## src/rtl/sck_control_master_if.sv

```systemverilog
// Bus bundle between an SPI master SCK generator and its data path.
// master: the SCK generator itself. slave: whoever drives the controls and
// consumes the strobes.
interface sck_control_master_if #(
  parameter int DIV_WIDTH = 8
);
  logic                 start;
  logic                 CPOL;
  logic                 CPHA;
  logic [DIV_WIDTH-1:0] baud_div;
  logic                 SCK_out;
  logic                 Shift_en;
  logic                 Sample_en;
  logic                 busy;
  logic                 idle;
  logic                 done;

  modport master (
    input  start, CPOL, CPHA, baud_div,
    output SCK_out, Shift_en, Sample_en, busy, idle, done
  );

  modport slave (
    output start, CPOL, CPHA, baud_div,
    input  SCK_out, Shift_en, Sample_en, busy, idle, done
  );
endinterface

```

## src/rtl/sck_control_master.sv

```systemverilog
// SPI master SCK generator. A control FSM paces half-periods and counts SCK
// edges; a second register stage turns each counted edge into the SCK toggle
// and its shift/sample strobe, so every output is a plain flop.
module sck_control_master #(
  parameter int DIV_WIDTH = 8,
  parameter int BITS      = 8
) (
  input  logic                  clk,
  input  logic                  rst,
  sck_control_master_if.master  bus
);
  localparam int NEDGE = 2 * BITS;
  localparam int KW    = $clog2(NEDGE + 1);

  typedef enum logic [1:0] {IDLE, ACTIVE, TRAIL} state_e;

  state_e               state_q, state_d;
  logic [DIV_WIDTH-1:0] cnt_q, cnt_d;
  logic [DIV_WIDTH-1:0] div_q, div_d;
  logic [KW-1:0]        k_q, k_d;
  logic                 cpol_q, cpol_d;
  logic                 cpha_q, cpha_d;
  logic                 ev_q, ev_d;     // an SCK edge was counted last cycle
  logic                 fin_q, fin_d;   // trailing hold just ended
  logic                 sck_q, sck_d;
  logic                 shf_q, shf_d;
  logic                 smp_q, smp_d;
  logic                 busy_q, busy_d;
  logic                 done_q, done_d;
  logic                 hp_end;
  logic                 smp_edge;
  logic                 no_shift;

  // The counter never passes div_q, so an all-ones divider cannot wrap.
  assign hp_end = (cnt_q == div_q);

  // Control FSM: latch frame settings, pace half-periods, count edges.
  always_comb begin
    state_d = state_q;
    cnt_d   = cnt_q;
    div_d   = div_q;
    k_d     = k_q;
    cpol_d  = cpol_q;
    cpha_d  = cpha_q;
    ev_d    = 1'b0;
    fin_d   = 1'b0;
    case (state_q)
      IDLE: begin
        if (bus.start) begin
          state_d = ACTIVE;
          div_d   = bus.baud_div;
          cpol_d  = bus.CPOL;
          cpha_d  = bus.CPHA;
          cnt_d   = '0;
          k_d     = '0;
        end
      end
      ACTIVE: begin
        if (hp_end) begin
          cnt_d = '0;
          k_d   = k_q + 1'b1;
          ev_d  = 1'b1;
          if (k_q == KW'(NEDGE - 1)) state_d = TRAIL;
        end else begin
          cnt_d = cnt_q + 1'b1;
        end
      end
      TRAIL: begin
        if (hp_end) begin
          cnt_d   = '0;
          fin_d   = 1'b1;
          state_d = IDLE;
        end else begin
          cnt_d = cnt_q + 1'b1;
        end
      end
      default: state_d = IDLE;
    endcase
  end

  // Output stage: toggle SCK and classify the edge that was just counted.
  // While not busy SCK follows CPOL; in the first frame cycle busy has not
  // risen yet, so the latched polarity is used instead of the live pin.
  always_comb begin
    smp_edge = k_q[0] ^ cpha_q;
    no_shift = ((k_q == KW'(NEDGE)) && !cpha_q) || ((k_q == KW'(1)) && cpha_q);
    sck_d    = sck_q;
    smp_d    = 1'b0;
    shf_d    = 1'b0;
    if (ev_q) begin
      sck_d = ~sck_q;
      smp_d = smp_edge;
      shf_d = ~smp_edge & ~no_shift;
    end else if (!busy_q) begin
      sck_d = (state_q == IDLE) ? bus.CPOL : cpol_q;
    end
    busy_d = (state_q != IDLE);
    done_d = fin_q;
  end

  // State and output registers; reset aborts any frame on the spot.
  always_ff @(posedge clk) begin
    if (rst) begin
      state_q <= IDLE;
      cnt_q   <= '0;
      div_q   <= '0;
      k_q     <= '0;
      cpol_q  <= 1'b0;
      cpha_q  <= 1'b0;
      ev_q    <= 1'b0;
      fin_q   <= 1'b0;
      sck_q   <= bus.CPOL;
      shf_q   <= 1'b0;
      smp_q   <= 1'b0;
      busy_q  <= 1'b0;
      done_q  <= 1'b0;
    end else begin
      state_q <= state_d;
      cnt_q   <= cnt_d;
      div_q   <= div_d;
      k_q     <= k_d;
      cpol_q  <= cpol_d;
      cpha_q  <= cpha_d;
      ev_q    <= ev_d;
      fin_q   <= fin_d;
      sck_q   <= sck_d;
      shf_q   <= shf_d;
      smp_q   <= smp_d;
      busy_q  <= busy_d;
      done_q  <= done_d;
    end
  end

  assign bus.SCK_out   = sck_q;
  assign bus.Shift_en  = shf_q;
  assign bus.Sample_en = smp_q;
  assign bus.busy      = busy_q;
  assign bus.idle      = ~busy_q;
  assign bus.done      = done_q;
endmodule

```

## src/flat_wrapper.sv

```systemverilog
// flat-port wrapper written by rule: the top's interface ports become plain ports
module sck_control_master_flat 
#(
  parameter int DIV_WIDTH = 8,
  parameter int BITS      = 8
)
  (clk, rst, bus_start, bus_CPOL, bus_CPHA, bus_baud_div, bus_SCK_out, bus_Shift_en, bus_Sample_en, bus_busy, bus_idle, bus_done);
  sck_control_master_if #(.DIV_WIDTH(DIV_WIDTH)) bus_i ();
  input  logic clk;
  input  logic rst;
  input wire logic [$bits(bus_i.start)-1:0] bus_start;
  input wire logic [$bits(bus_i.CPOL)-1:0] bus_CPOL;
  input wire logic [$bits(bus_i.CPHA)-1:0] bus_CPHA;
  input wire logic [$bits(bus_i.baud_div)-1:0] bus_baud_div;
  output wire logic [$bits(bus_i.SCK_out)-1:0] bus_SCK_out;
  output wire logic [$bits(bus_i.Shift_en)-1:0] bus_Shift_en;
  output wire logic [$bits(bus_i.Sample_en)-1:0] bus_Sample_en;
  output wire logic [$bits(bus_i.busy)-1:0] bus_busy;
  output wire logic [$bits(bus_i.idle)-1:0] bus_idle;
  output wire logic [$bits(bus_i.done)-1:0] bus_done;
  assign bus_i.start = bus_start;
  assign bus_i.CPOL = bus_CPOL;
  assign bus_i.CPHA = bus_CPHA;
  assign bus_i.baud_div = bus_baud_div;
  assign bus_SCK_out = bus_i.SCK_out;
  assign bus_Shift_en = bus_i.Shift_en;
  assign bus_Sample_en = bus_i.Sample_en;
  assign bus_busy = bus_i.busy;
  assign bus_idle = bus_i.idle;
  assign bus_done = bus_i.done;
  sck_control_master #(.DIV_WIDTH(DIV_WIDTH), .BITS(BITS)) u_core (.clk(clk), .rst(rst), .bus(bus_i));
endmodule
```

## config.mk

```make
export PLATFORM = sky130hd
export DESIGN_NAME = sck_control_master_flat
export DESIGN_NICKNAME = d
export VERILOG_FILES = /design/src/rtl/sck_control_master_if.sv /design/src/rtl/sck_control_master.sv /design/src/flat_wrapper.sv
export SDC_FILE = /design/constraint.sdc
export NUM_CORES = 1
export LEC_CHECK = 0
export ABC_AREA = 1
export BUFFER_PORTS_ARGS = -buffer_cell sky130_fd_sc_hd__buf_4
export CAP_MARGIN = 20
export CORE_MARGIN = 2
export CORE_UTILIZATION = 35
export DETAILED_ROUTE_END_ITERATION = 6
export GPL_TIMING_DRIVEN = 0
export MAX_ROUTING_LAYER = met4
export SYNTH_ARGS = -nofsm -noshare
export SYNTH_HDL_FRONTEND = slang
export SYNTH_SLANG_ARGS = --single-unit
```

## constraint.sdc

```tcl
create_clock -name clk -period 2.9 [get_ports clk]
set_clock_uncertainty 0.1 [all_clocks]
set_input_delay 0.145 -clock clk [delete_from_list [all_inputs] [get_ports clk]]
set_output_delay 0.145 -clock clk [all_outputs]
set_load 0.005 [all_outputs]
```

==> results of run 1 <==
## power breakdown
part | internal (W) | switching (W)
Combinational | 0.000200 | 0.000341
Sequential | 0.000521 | 0.0000550
Clock | 0.000193 | 0.000159
## through the flow
step	util	std cells
2_1_floorplan	-	213
3_3_place_gp	0.4075	282
3_5_place_dp	0.4075	282
4_1_cts	0.4281	290
5_1_grt	0.4281	290
6_report	0.4281	290
## worst max-delay path, stage by stage, from the launching register on
cell and delay (ps):
dfxtp_1 330, inv_1 80, ha_1 310, nand2_2 150, o21ai_2 160, nand4_2 180, nor2_2 150, nand3_2 80
xor2_1 160, nor2_2 50
## synth_stat cells, types with 2 or more instances
library cell,n
nor2_2,4
inv_1,29
o21ai_2,2
nand2_1,39
ha_1,8
xnor2_1,7
xor2_1,3
nand3_2,2
nor2_1,34
dfxtp_1,31
nor3_1,2
a21oi_1,13
clkbuf_1,3
o21ai_0,15
nand2_2,3
nand3_1,7
## final timing paths
check,startpoint,endpoint,slack (ps)
worst max-delay path,u_core.state_q[1],u_core.cnt_q[7],1050
worst max register to register,u_core.state_q[1],u_core.cnt_q[7],1050
worst min-delay path,bus_baud_div[4],u_core.div_q[4],10
worst min register to register,u_core.done_d,u_core.bus.done,320
## state kept, by name, indices dropped and copies added, names as in the netlist
register / count
u_core.cnt_q: 8
u_core.cpha_q: 1
u_core.cpol_q: 1
u_core.ev_q: 1
u_core.bus.Sample_en: 1
u_core.bus.SCK_out: 1
u_core.state_q: 2
u_core.done_d: 1
u_core.bus.done: 1
u_core.bus.busy: 1
u_core.div_q: 8
u_core.k_q: 5
u_core.bus.Shift_en: 1
## per-layer routing
metal / vias up / track usage
met1: 586 / 0.1662
met3: 8 / 0.03094
li1: 717 / -
met5: - / -
met4: 0 / 0.06918
met2: 16 / 0.2212
## logic make-up (layout without fill, tap and decap cells)
kind of cell | Yosys count | in the layout
compound gates | 34 | 34
fa+ha+maj | 8 | 8
buf+inv | 33 | 58
flops | 32 | 32
xor+xnor | 10 | 10
simple gates | 96 | 96
## cell type report
type / count / area share
clock buffer: 8 / 0.04800
tap: 52 / 0.03467
timing repair buffer: 17 / 0.06800
sequential: 32 / 0.3467
multi-input combinational: 148 / 0.4367
inverter: 30 / 0.06000
buffer: 3 / 0.006000
==> impl_metrics.csv, run 1 <==
group,metric,value,unit
run_status,status,"complete, no violations",
worst_setup_path,cp.required,2970,ps
layout,nets,258,
yosys,async_flop_share,0,
die,initial_core_util,0.3636,
yosys,synth_nets,234,
timing,rsz0062_at_grt,"false",
drt,routed-wl-met3,106,microns
yosys,synthSimpleGateAreaFrac,0.2763,
yosys,ys_seq_area_frac,0.4082,
timing,finalSetupViolations,0,
cts,htreeDepth,2,
drt,wl,3031,microns
pwr,p_total,0.001469,W
worst_hold_path,worstHoldPathCells,3,
yosys,synth-seq-cells,32,
die,ios,19,
job,drv_cap,0,
yosys,synthAdderAreaFrac,0.06279,
yosys,synth_top_family_by_area,"simple AND/OR/NAND/NOR gates",
timing,setup_tns,0,ps
layout,mostFrequentLayoutCells,"nand2_1, nor2_1, dfxtp_1, inv_1, buf_4",
timing,min_period_over_period,0.6379,
pwr,powerDensity,782.6,mW/mm^2
yosys,yosysUniqueCellTypes,27,
placement,dpl.hpwl,2283,microns
yosys,synthMuxAreaShare,0,
die,fp-row-count,24,
layout,drive_gt1_frac,0.1681,
yosys,synth.largest_area_cell,"dfxtp_1",
global_routing,grt_pass1_vias,1281,
global_routing,grt_start_max_net_pins,11,
worst_setup_path,rr_worst_depth,9,
yosys,synth-compound-area-share,0.1201,
worst_hold_path,hp-class,"input pin to flip-flop",
pwr,p_leak,0.8013,nW
worst_setup_path,path_max_fanout,6,
cts,postCtsSetupBuffers,0,
cts,hold_buffers,0,
cts,clk_latency,280,ps
timing,tightest_slew,426.4,ps
drt,ant_nets,0,
die,die_h,71.49,microns
drt,wl_met2,1401,microns
global_routing,grt_first_pass_wirelength,5409,microns
drt,first_iter_violations,59,
layout,final-seq-area,650.6,sq um
drt,top_layer,"met4",
yosys,synth_edf_count,1,
placement,portBuffers,17,
cts,tritoncts,"yes",
cts,cts_buffer_depth,2,
layout,multi_input_area,819.5,sq um
cts,post_cts_resized,0,
yosys,syn_inst,213,
yosys,avgSynthCellArea,7.484,sq um
timing,timing.fmax,540.5,MHz
timing,min_period,1850,ps
worst_setup_path,crit_arrival,1920,ps
drt,vias,1327,
layout,diodes,0,
drt,drt_first_pass_iters,4,
timing,drv_slew,0,
layout,nFillCells,460,
worst_setup_path,critPathKind,"flip-flop to flip-flop",
placement,dpl_cell_area,0.001787,sq mm
worst_setup_path,cp-end-kind,"flip-flop",
cts,root_buffer,"clkbuf_8",
die,design.die.area,0.005110,sq mm
timing,hold_violations,0,
global_routing,grt_overflow_total,0,
timing,holdWs,10.81,ps
drt,via_per_inst,4.576,
cts,cts_buffers,5,
cts,cts.sinks,32,
drt,m1WireLength,1453,microns
global_routing,grt_use_total,0.1393,
die,core_area,0.004384,sq mm
timing,maxSlewHeadroom,0.7157,
pwr,ir_drop,0.3053,mV
yosys,synth_top_area_frac,0.3893,
layout,areaGrowthSynthToFinish,17.74,%
yosys,synth_area_leaders,"dfxtp_1, nand2_1, nor2_1, inv_1, ha_1",
die,die_w,71.49,microns
placement,place_congestion,0.7367,
global_routing,antenna_found_initial,0,
timing,finalWorstSetupSlack,1050,ps
layout,final_common_cell,"nand2_1",
placement,dp_slack,1050,ps
cts,cts.reportedPaths.clkPinSlew,70,ps
drt,wl_per_cell,10.45,microns
yosys,synth_area,0.001594,sq mm
yosys,synthXorXnorAreaFrac,0.05495,
drt,drc,0,
worst_setup_path,critPathLaunchType,"flip-flop",
yosys,yosysWarnings,0,
layout,fin_area,0.001877,sq mm
yosys,synth_flop_cell,"dfxtp_1",
No activity file was read; power rests on OpenSTA's default activity.
==> run 2: changes to the inputs <==
==> constraint.sdc (replaced) <==
create_clock -name clk -period 1.8 [get_ports clk]
set_clock_uncertainty 0.1 [all_clocks]
set_input_delay 0.09 -clock clk [delete_from_list [all_inputs] [get_ports clk]]
set_output_delay 0.09 -clock clk [all_outputs]
set_load 0.005 [all_outputs]
==> run 2 against run 1 <==
- worst hold slack improved by 52 ps
- sequential share of layout area decreased by 2.7 points
- worst setup slack got worse by 1000 ps
- clock power increased by 61%
- global-route usage increased by 0.64 points
- register-to-register slack got worse by 1000 ps
- clock-buffer cell count unchanged
- flip-flop and latch count unchanged
- final cell count increased by 4.8%
- fmax increased by 5.2%
- non-clock buffer count increased by 14
- critical path depth unchanged
- largest power group is now combinational logic
==> impl_metrics.csv, run 2 (synthesized netlist as in run 1, its figures left out) <==
group,metric,value,unit
die,initial_core_util,0.3636,
worst_hold_path,hp-class,"input pin to flip-flop",
layout,mostFrequentLayoutCells,"nand2_1, nor2_1, inv_1, dfxtp_1, buf_4",
placement,dp_slack,-50.12,ps
layout,diodes,0,
die,die_w,71.49,microns
global_routing,antenna_found_initial,0,
timing,hold_violations,0,
worst_setup_path,critPathKind,"flip-flop to flip-flop",
timing,setup_tns,0,ps
global_routing,grt_use_total,0.1456,
worst_setup_path,cp.required,1880,ps
drt,vias,1384,
cts,root_buffer,"clkbuf_8",
global_routing,grt_overflow_total,0,
worst_setup_path,path_max_fanout,5,
layout,areaGrowthSynthToFinish,28.81,%
timing,rsz0062_at_grt,"true",
pwr,ir_drop,0.5428,mV
layout,reg_top3,"u_core.cnt_q: 8 flops, u_core.div_q: 8 flops, u_core.k_q: 5 flops",
layout,drive_gt1_frac,0.2024,
timing,min_period_over_period,0.9769,
drt,drc,0,
worst_setup_path,cp_slowest_stage_delay,340,ps
job,drv_cap,0,
worst_setup_path,path_cells,"inv_1 -> ha_2 -> inv_1 -> o21ai_4 -> nand4_4 -> nor2_4 -> nand3_2 -> xor2_2 -> nor2_2",
global_routing,grt_first_pass_wirelength,5664,microns
cts,cts.sinks,32,
timing,finalSetupViolations,0,
layout,final_common_cell,"nand2_1",
layout,fin_util,0.4683,
global_routing,grt_start_max_net_pins,11,
worst_setup_path,critPathLaunchType,"flip-flop",
die,design.die.area,0.005110,sq mm
placement,dpl.hpwl,2283,microns
timing,drv_slew,0,
cts,tritoncts,"yes",
pwr,powerDensity,1215,mW/mm^2
cts,clk_latency,280,ps
placement,portBuffers,17,
cts,cts_buffers,5,
timing,maxSlewHeadroom,0.7142,
cts,htreeDepth,2,
drt,wl_per_cell,10.55,microns
timing,finalWorstSetupSlack,41.58,ps
worst_setup_path,crit_arrival,1840,ps
drt,ant_nets,0,
worst_setup_path,critical_path_buf_inv_count,2,
drt,first_iter_violations,49,
worst_setup_path,critical-path-slowest-cell,"dfxtp_2",
timing,timing.fmax,568.7,MHz
layout,nFillCells,430,
drt,wl,3208,microns
cts,cts_buffer_depth,2,
timing,holdWs,63.31,ps
timing,min_period,1758,ps
die,core_area,0.004384,sq mm
worst_setup_path,cp-end-kind,"flip-flop",
die,fp-row-count,24,
worst_setup_path,cpLargestDelayFamily,"simple AND/OR/NAND/NOR gates",
pwr,p_leak,0.8604,nW
drt,drt_first_pass_iters,4,
drt,via_per_inst,4.553,
die,die_h,71.49,microns
worst_setup_path,crit_top_cell,"inv_1",
timing,tightest_slew,428.7,ps
die,ios,19,
run_status,status,"complete, no violations",
cts,cts.reportedPaths.clkPinSlew,70,ps
global_routing,grt_pass1_vias,1322,
layout,nets,272,
placement,place_congestion,0.7367,
## run 2: cell types whose count changed in the layout (fill, tap and decap cells not counted), sizes merged
| cell | before | now |
|---|---|---|
| dlygate4sd3 | 0 | 10 |
| buf | 17 | 21 |
## run 2: timing repair
action,4_1_cts,5_1_grt
hold buffers,10,0
pin swaps,0,1
buffers inserted,0,4
gates cloned,0,0
hold endpoints to repair,10,0
endpoints found under the setup margin,2,12
gates resized for setup,3,8
## run 2: power breakdown
| group | internal [W] | total, W | switching [W] |
|---|---|---|---|
| Clock | 0.000312 | 0.000569 | 0.000257 |
| Sequential | 0.000843 | 0.000935 | 0.0000916 |
| Combinational | 0.000397 | 0.000991 | 0.000594 |
## run 2: routing by layer
metal,part of all wire,GRT usage
met1,0.48,0.1759
met2,0.47,0.2325
met3,0.026,0.02954
met4,0.020,0.06918
met5,0,-
## run 2: metrics by stage
stage / std cells / instance area [sq um] / total power (W)
6_report: 304 / 2053 / 0.002495
5_1_grt: 304 / 2053 / 0.002698
4_1_cts: 300 / 1996 / 0.002450
3_5_place_dp: 282 / 1787 / 0.001826
3_3_place_gp: 282 / 1787 / 0.001824
2_1_floorplan: 213 / 1594 / 0.001610
## run 2: path summary, 6_finish.rpt
path	startpoint	to	slack, ps	depth (start not counted)
max	u_core.state_q[1]	u_core.cnt_q[7]	40	9
min	rst	u_core.bus.busy	60	2
max reg2reg	u_core.state_q[1]	u_core.cnt_q[7]	40	9
min reg2reg	u_core.done_d	u_core.bus.done	320	2
## run 2: worst register-to-register path: stages, from the launching register on
cell	delay, ps
dfxtp_2	340
inv_1	60
ha_2	310
inv_1	70
o21ai_4	240
nand4_4	140
nor2_4	130
nand3_2	90
xor2_2	150
nor2_2	40
## run 2: layout make-up
type / instances / area (sq um) / share of cell area
Multi-Input combinational cell: 148 / 860.8 / 0.4193
Sequential cell: 32 / 655.6 / 0.3193
Timing Repair Buffer: 31 / 257.7 / 0.1255
Inverter: 30 / 112.6 / 0.05484
Clock buffer: 8 / 90.09 / 0.04388
Tap cell: 52 / 65.06 / 0.03169
Buffer: 3 / 11.26 / 0.005484
